===== src/rtl/tx_resp_pkg.sv =====
`default_nettype none
// ============================================================================
// Module      : tx_resp_pkg
// Description : Shared types and width helpers for the TX response
//               scheduler (state enum, pointer/count/timeout widths).
// Revision    : 1.0 - initial release
// ============================================================================
package tx_resp_pkg;

    // Scheduler states, explicitly 2 bits wide.
    typedef enum logic [1:0] {
        IDLE    = 2'd0,
        PULSE   = 2'd1,
        WAIT_HI = 2'd2,
        WAIT_LO = 2'd3
    } tx_state_e;

    // FIFO read/write pointer width for a given depth.
    function automatic int ptr_width(input int depth);
        return (depth > 1) ? $clog2(depth) : 1;
    endfunction

    // Occupancy count width: one extra bit so that "full" (count == depth)
    // is representable.
    function automatic int cnt_width(input int depth);
        return $clog2(depth) + 1;
    endfunction

    // Width of the Busy-rise timeout counter (counts 0 .. timeout-1).
    function automatic int tmo_width(input int timeout);
        return (timeout > 1) ? $clog2(timeout) : 1;
    endfunction

    // Defaults matching the block's default parameterisation.
    localparam int c_DEF_DEPTH        = 4;
    localparam int c_DEF_BUSY_TIMEOUT = 32;
    localparam int c_PTR_W            = ptr_width(c_DEF_DEPTH);
    localparam int c_CNT_W            = cnt_width(c_DEF_DEPTH);
    localparam int c_TMO_W            = tmo_width(c_DEF_BUSY_TIMEOUT);

endpackage
`default_nettype wire


===== src/rtl/resp_fifo.sv =====
`default_nettype none
// ============================================================================
// Module      : resp_fifo
// Description : Byte FIFO accepting 0-3 bytes per cycle and releasing at
//               most one byte per cycle. Admission decisions are made by the
//               caller; this block trusts i_push_n to fit.
// Revision    : 1.0 - initial release
// Ports       :
//   clk         in   clock
//   rst_n       in   asynchronous reset, active-low (empties the FIFO)
//   i_push_n    in   number of bytes to write this cycle (0..3)
//   i_push_data in   bytes to write, slot 0 in the least significant byte
//   i_pop       in   remove the head byte this cycle
//   o_head      out  byte at the head of the FIFO
//   o_count     out  current occupancy in bytes
// ============================================================================
module resp_fifo
    import tx_resp_pkg::*;
#(
    parameter int DATA_WIDTH = 8,
    parameter int DEPTH      = 4
) (
    input  logic                          clk,
    input  logic                          rst_n,
    input  logic [1:0]                    i_push_n,
    input  logic [3*DATA_WIDTH-1:0]       i_push_data,
    input  logic                          i_pop,
    output logic [DATA_WIDTH-1:0]         o_head,
    output logic [cnt_width(DEPTH)-1:0]   o_count
);

    localparam int c_PTR_W = ptr_width(DEPTH);
    localparam int c_CNT_W = cnt_width(DEPTH);
    localparam int c_SLOTS = 3;

    logic [DATA_WIDTH-1:0] r_mem [DEPTH];
    logic [c_PTR_W-1:0]    r_wr_ptr;
    logic [c_PTR_W-1:0]    r_rd_ptr;
    logic [c_CNT_W-1:0]    r_count;

    logic [DATA_WIDTH-1:0] w_slot_data [c_SLOTS];
    logic [c_PTR_W-1:0]    w_slot_addr [c_SLOTS];
    logic                  w_slot_en   [c_SLOTS];

    // Slot k lands at wr_ptr+k; pointer arithmetic wraps modulo DEPTH
    // because DEPTH is a power of two. DEPTH >= 4 keeps the three slot
    // addresses distinct.
    for (genvar k = 0; k < c_SLOTS; k++) begin : g_slot
        assign w_slot_data[k] = i_push_data[k*DATA_WIDTH +: DATA_WIDTH];
        assign w_slot_addr[k] = r_wr_ptr + c_PTR_W'(k);
        assign w_slot_en[k]   = (i_push_n > 2'(k));
    end

    // Storage is not reset: only locations below the count are ever read.
    always_ff @(posedge clk) begin
        for (int k = 0; k < c_SLOTS; k++) begin
            if (w_slot_en[k]) begin
                r_mem[w_slot_addr[k]] <= w_slot_data[k];
            end
        end
    end

    always_ff @(posedge clk or negedge rst_n) begin
        if (!rst_n) begin
            r_wr_ptr <= '0;
            r_rd_ptr <= '0;
            r_count  <= '0;
        end else begin
            r_wr_ptr <= r_wr_ptr + c_PTR_W'(i_push_n);
            if (i_pop) begin
                r_rd_ptr <= r_rd_ptr + c_PTR_W'(1);
            end
            r_count <= r_count + c_CNT_W'(i_push_n) - c_CNT_W'(i_pop);
        end
    end

    assign o_head  = r_mem[r_rd_ptr];
    assign o_count = r_count;

endmodule
`default_nettype wire


===== src/rtl/tx_resp_sched.sv =====
`default_nettype none
// ============================================================================
// Module      : tx_resp_sched
// Description : Shares the UART TX path between register-file reads and ALU
//               results. Responses are split into bytes, queued, and sent
//               one at a time; each byte waits for a full Busy rise/fall
//               handshake (or a rise timeout) before the next is released.
// Revision    : 1.0 - initial release
// Ports       :
//   CLK          in   reference-domain clock
//   RST          in   asynchronous reset, active-low
//   RdData       in   register-file read data
//   RdData_Valid in   1-cycle strobe qualifying RdData (1 byte)
//   ALU_OUT      in   ALU result
//   OUT_Valid    in   1-cycle strobe qualifying ALU_OUT (2 bytes, LSB first)
//   Busy         in   UART TX busy, already synchronized into CLK
//   TX_P_DATA    out  byte offered to the TX synchronizer (held until next pop)
//   TX_D_VALID   out  1-cycle send pulse
//   sched_idle   out  FIFO empty and FSM idle
//   ovf_err      out  sticky: a response was dropped for lack of space
//   tmo_err      out  sticky: Busy failed to rise after a pulse
// ============================================================================
module tx_resp_sched
    import tx_resp_pkg::*;
#(
    parameter int DATA_WIDTH   = 8,
    parameter int ALU_WIDTH    = 16,
    parameter int DEPTH        = 4,
    parameter int BUSY_TIMEOUT = 32
) (
    input  logic                  CLK,
    input  logic                  RST,
    input  logic [DATA_WIDTH-1:0] RdData,
    input  logic                  RdData_Valid,
    input  logic [ALU_WIDTH-1:0]  ALU_OUT,
    input  logic                  OUT_Valid,
    input  logic                  Busy,
    output logic [DATA_WIDTH-1:0] TX_P_DATA,
    output logic                  TX_D_VALID,
    output logic                  sched_idle,
    output logic                  ovf_err,
    output logic                  tmo_err
);

    localparam int c_CNT_W = cnt_width(DEPTH);
    localparam int c_TMO_W = tmo_width(BUSY_TIMEOUT);

    tx_state_e                 r_state;
    tx_state_e                 w_next_state;
    logic [c_TMO_W-1:0]        r_tmo_cnt;
    logic [DATA_WIDTH-1:0]     r_tx_data;
    logic                      r_tx_valid;
    logic                      r_ovf;
    logic                      r_tmo;

    logic                      w_pop;
    logic                      w_tmo_hit;
    logic [c_CNT_W-1:0]        w_count;
    logic [DATA_WIDTH-1:0]     w_head;
    logic [c_CNT_W-1:0]        w_free;
    logic [c_CNT_W-1:0]        w_free_after_rd;
    logic                      w_rd_ok;
    logic                      w_alu_ok;
    logic                      w_drop;
    logic [1:0]                w_push_n;
    logic [3*DATA_WIDTH-1:0]   w_push_data;
    logic [DATA_WIDTH-1:0]     w_alu_lsb;
    logic [DATA_WIDTH-1:0]     w_alu_msb;

    assign w_alu_lsb = ALU_OUT[DATA_WIDTH-1:0];
    assign w_alu_msb = ALU_OUT[2*DATA_WIDTH-1:DATA_WIDTH];

    // ------------------------------------------------------------------
    // Admission. Space freed by a same-cycle pop is usable immediately.
    // The read response has priority; the ALU response is admitted only
    // if both of its bytes fit in what remains, otherwise it is dropped.
    // A pop implies count >= 1, so w_free never exceeds DEPTH.
    // ------------------------------------------------------------------
    assign w_free          = c_CNT_W'(DEPTH) - w_count + c_CNT_W'(w_pop);
    assign w_rd_ok         = RdData_Valid && (w_free != '0);
    assign w_free_after_rd = w_free - c_CNT_W'(w_rd_ok);
    assign w_alu_ok        = OUT_Valid && (w_free_after_rd >= c_CNT_W'(2));
    assign w_drop          = (RdData_Valid && !w_rd_ok) || (OUT_Valid && !w_alu_ok);
    assign w_push_n        = {1'b0, w_rd_ok} + {w_alu_ok, 1'b0};

    // Pack bytes in send order: read byte first, then ALU LSB, ALU MSB.
    always_comb begin
        w_push_data = '0;
        if (w_rd_ok) begin
            w_push_data = {w_alu_msb, w_alu_lsb, RdData};
        end else begin
            w_push_data = {{DATA_WIDTH{1'b0}}, w_alu_msb, w_alu_lsb};
        end
    end

    resp_fifo #(
        .DATA_WIDTH (DATA_WIDTH),
        .DEPTH      (DEPTH)
    ) u_fifo (
        .clk         (CLK),
        .rst_n       (RST),
        .i_push_n    (w_push_n),
        .i_push_data (w_push_data),
        .i_pop       (w_pop),
        .o_head      (w_head),
        .o_count     (w_count)
    );

    // ------------------------------------------------------------------
    // Send FSM
    // ------------------------------------------------------------------
    always_ff @(posedge CLK or negedge RST) begin
        if (!RST) begin
            r_state <= IDLE;
        end else begin
            r_state <= w_next_state;
        end
    end

    always_comb begin
        w_next_state = r_state;
        w_pop        = 1'b0;
        w_tmo_hit    = 1'b0;
        case (r_state)
            IDLE: begin
                // Busy still high means the previous frame is in flight.
                if ((w_count != '0) && !Busy) begin
                    w_pop        = 1'b1;
                    w_next_state = PULSE;
                end
            end
            PULSE: begin
                w_next_state = WAIT_HI;
            end
            WAIT_HI: begin
                if (Busy) begin
                    w_next_state = WAIT_LO;
                end else if (r_tmo_cnt == c_TMO_W'(BUSY_TIMEOUT - 1)) begin
                    // Byte is abandoned, not retried.
                    w_tmo_hit    = 1'b1;
                    w_next_state = IDLE;
                end
            end
            WAIT_LO: begin
                if (!Busy) begin
                    w_next_state = IDLE;
                end
            end
            default: begin
                w_next_state = IDLE;
            end
        endcase
    end

    always_ff @(posedge CLK or negedge RST) begin
        if (!RST) begin
            r_tmo_cnt <= '0;
        end else if (r_state == PULSE) begin
            r_tmo_cnt <= '0;
        end else if ((r_state == WAIT_HI) && !Busy && !w_tmo_hit) begin
            r_tmo_cnt <= r_tmo_cnt + c_TMO_W'(1);
        end
    end

    // ------------------------------------------------------------------
    // Registered outputs and sticky error flags
    // ------------------------------------------------------------------
    always_ff @(posedge CLK or negedge RST) begin
        if (!RST) begin
            r_tx_data  <= '0;
            r_tx_valid <= 1'b0;
            r_ovf      <= 1'b0;
            r_tmo      <= 1'b0;
        end else begin
            if (w_pop) begin
                r_tx_data <= w_head;
            end
            r_tx_valid <= (w_next_state == PULSE);
            r_ovf      <= r_ovf | w_drop;
            r_tmo      <= r_tmo | w_tmo_hit;
        end
    end

    assign TX_P_DATA  = r_tx_data;
    assign TX_D_VALID = r_tx_valid;
    assign sched_idle = (w_count == '0) && (r_state == IDLE);
    assign ovf_err    = r_ovf;
    assign tmo_err    = r_tmo;

endmodule
`default_nettype wire


===== config.mk =====
export PLATFORM = sky130hd
export DESIGN_NAME = tx_resp_sched
export DESIGN_NICKNAME = d
export VERILOG_FILES = /design/src/rtl/tx_resp_pkg.sv /design/src/rtl/resp_fifo.sv /design/src/rtl/tx_resp_sched.sv
export SDC_FILE = /design/constraint.sdc
export NUM_CORES = 1
export LEC_CHECK = 0
export BUFFER_PORTS_ARGS = -buffer_cell sky130_fd_sc_hd__clkbuf_2
export CAP_MARGIN = 20
export CORE_MARGIN = 2
export CORE_UTILIZATION = 50
export DETAILED_ROUTE_END_ITERATION = 8
export GPL_ROUTABILITY_DRIVEN = 1
export PLACE_DENSITY = 0.8
export SYNTH_ARGS = -nofsm -noshare
export SYNTH_HDL_FRONTEND = slang
export SYNTH_SLANG_ARGS = --single-unit
export TNS_END_PERCENT = 5

===== constraint.sdc =====
create_clock -name CLK -period 8.8 [get_ports CLK]
set_input_delay 0.44 -clock CLK [delete_from_list [all_inputs] [get_ports CLK]]
set_output_delay 0.44 -clock CLK [all_outputs]
set_load 0.03 [all_outputs]

==> flow_summary.ini <==
[clock_network]
clock_latency_ns = 0.33
ctsHoldBuffers = 0
root_buffer = clkbuf_8
cts_setup_buffers = 0
clockBufferDepth = 2
path_clk_slew_ns = 0.06
tritoncts = done
clock-sinks = 57
cts_resized = 0
cts_made_buffers = 9
cts_max_level = 3

[critical_path]
crit_path_frequent_cell = ha_1
endpoint_kind = flop
path_class = flop to flop
crit_buf_inv = 1
ff2ff_path_depth = 12
r2r_slack_ns = 3.18
crit_fanout = 25
crit_chain = or4_1 -> ha_1 -> inv_1 -> ha_1 -> nand2b_1 -> o21a_1 -> and2_1 -> ha_1 -> xnor3_2 -> a21oi_1 -> o21ai_0 -> a221oi_1
crit_required_ns = 8.74
startpoint_type = flop
critPathSlowestCell = a221oi_1
cp_top_family = compound AO/OA/AOI/OAI gates
worstSetupPathDepth = 12
crit_arrival_ns = 5.57
slowest_delay_ns = 1.00

[logic_synthesis]
synth.ff_latch_count = 57
async_reset_ff_share_pct = 43.9
yosysSeqAreaShare_pct = 43.3
syn_area_um2 = 3660
ys_warn_count = 0
yosysTopAreaCell = edfxtp_1
synth_commonest_cells = nand2_1 (40), nand3_1 (35), edfxtp_1 (32)
avgSynthCellArea_um2 = 10.1
yosys.area.top_type_share_pct = 26.2
yosysUniqueCellTypes = 51
syn_nets = 400
synth_area_leaders = edfxtp_1 (26%), dfrtp_1 (17%), o211ai_1 (5.1%)
yosysMostFrequentCell = nand2_1
synth_ff_type = edfxtp_1
synth_edf_count = 32
netlist_instances = 363

[power_and_ir_drop]
vdd_ir_drop_max_v = 0.000212
combPwrFrac_pct = 54.0
pwr_density_cell_nw_per_um2 = 437
pwr-share-clk_pct = 13.0
p_leak_nw = 1.65
swShare_pct = 46.1
seqPwrFrac_pct = 33.0
p_sw_mw = 0.826
p_int_mw = 0.967

[sta]
max_freq_ghz = 0.178
fin_skew_ns = 0.00642
rsz0062_at_grt = no
maxSlewHeadroom_pct = 22.4
drv_slew = 0
min_period_ns = 5.62
worst_pin_slew_ns = 1.16
hold_viol = 0
fin_hold_ws_ns = 0.110
tns_ns = 0
fin_crit_sh_pct = 63.9
setup_viol = 0

[detailed_routing]
route.detailed.drc = 0
wire_per_inst_um = 17.5
drt-vias-per-instance = 6.25
first_iter_violations = 278
vias = 3092
ant_nets = 0
drt_first_pass_iters = 5
wl_um = 8670

[die]
num_io_pins = 41
rows = 31
initial_core_util_pct = 51.1
fp.dieH_um = 89.6
core_um2 = 7180
fp.dieArea_um2 = 8030
die_width_um = 89.6

[grt]
gr-total-overflow = 0
grt_pass1_wl_um = 13600
grt_start_max_net_pins = 34
grt_usage_pct = 22.1
first_global_vias = 2689
antenna_found_initial = 0

[run]
drv_cap = 0

[place]
dp.cells = 476
dp_hpwl_um = 6360
portBuffers = 40
gp_congestion = 0.884

[finish]
drive_gt1_share_pct = 19.9
fin_cells = 495
nets = 428
finish.utilization_pct = 57.1
syn_to_final_growth_pct = 11.9
antenna_cells = 0

[min_path]
hp-class = primary input to asynchronous set/reset pin

[run_status]
status = complete, no violations
through the flow:
stage / power [mW] / worst slack (ns) / cell area (µm²)
6_report: 1.79 / 3.18 / 4100
5_1_grt: 1.91 / 2.72 / 4100
4_1_cts: 1.77 / 3.26 / 4080
3_5_place_dp: 1.54 / 3.27 / 3890
3_3_place_gp: 1.50 / 3.43 / 3890
2_1_floorplan: 1.30 / 3.98 / 3660
cell families after synthesis:
kind of cell / synth area share [%]
AOI/OAI and AO/OA: 22.4
xor gates and xnor gates: 4.03
adders and majority gates: 2.94
buffers and inverters: 6.73
DFF: 43.3
muxes: 5.19
and+or+nand+nor: 15.4
state kept, by name, indices dropped and copies added (netlist names), 2 cells and up:
register	count
u_fifo.r_mem	32
TX_P_DATA	8
r_tmo_cnt	5
u_fifo.o_count	3
r_state	2
u_fifo.r_rd_ptr	2
u_fifo.r_wr_ptr	2
power groups by stage:
stage                     clock network [mW]  logic, mW  registers, mW
after floorplan                            0      0.748          0.555
after global placement                     0      0.912          0.590
after detailed placement                   0      0.936          0.600
after CTS                              0.237      0.940          0.594
after global routing                   0.248       1.05          0.609
final                                  0.233      0.968          0.592
placed cells by master (no fill, tap or decap), types with 9 or more instances in the layout:
cell type	synthesis	final
a221oi_1	16	16
clkbuf_2	0	40
clkbuf_8	1	9
dfrtp_1	25	25
edfxtp_1	32	32
inv_1	28	28
nand2_1	40	40
nand3_1	35	35
nor3_1	17	17
o2111ai_1	17	17
o211a_1	9	9
o211ai_1	25	25
xnor2_1	9	9
final cells by class:
class,instances,area [µm²]
Clock buffer,9,124
Sequential cell,57,1590
Multi-Input combinational cell,246,1840
Inverter,30,113
Clock inverter,7,70.1
Tap cell,99,124
Fill cell,592,3080
Timing Repair Buffer,47,248
final timing paths:
path                             from                  to
hold / removal                    RST             tmo_err
max in group asynchronous         RST        TX_P_DATA[6]
hold reg to reg               tmo_err             tmo_err
setup / recovery           r_state[1]  u_fifo.r_mem[0][2]
setup reg to reg           r_state[1]  u_fifo.r_mem[0][2]
min in group CLK                 Busy          r_state[0]
per-layer routing:
metal	track usage (%)	part of all wire (%)	vias to the layer above	wire, µm
li1	-	-	1465	-
met5	0	0	-	0
met4	6.78	1.3	0	110
met1	30.8	43	1450	3750
met3	6.03	9.5	14	820
met2	34.0	46	163	3990
(Power assumes the default switching activity.)
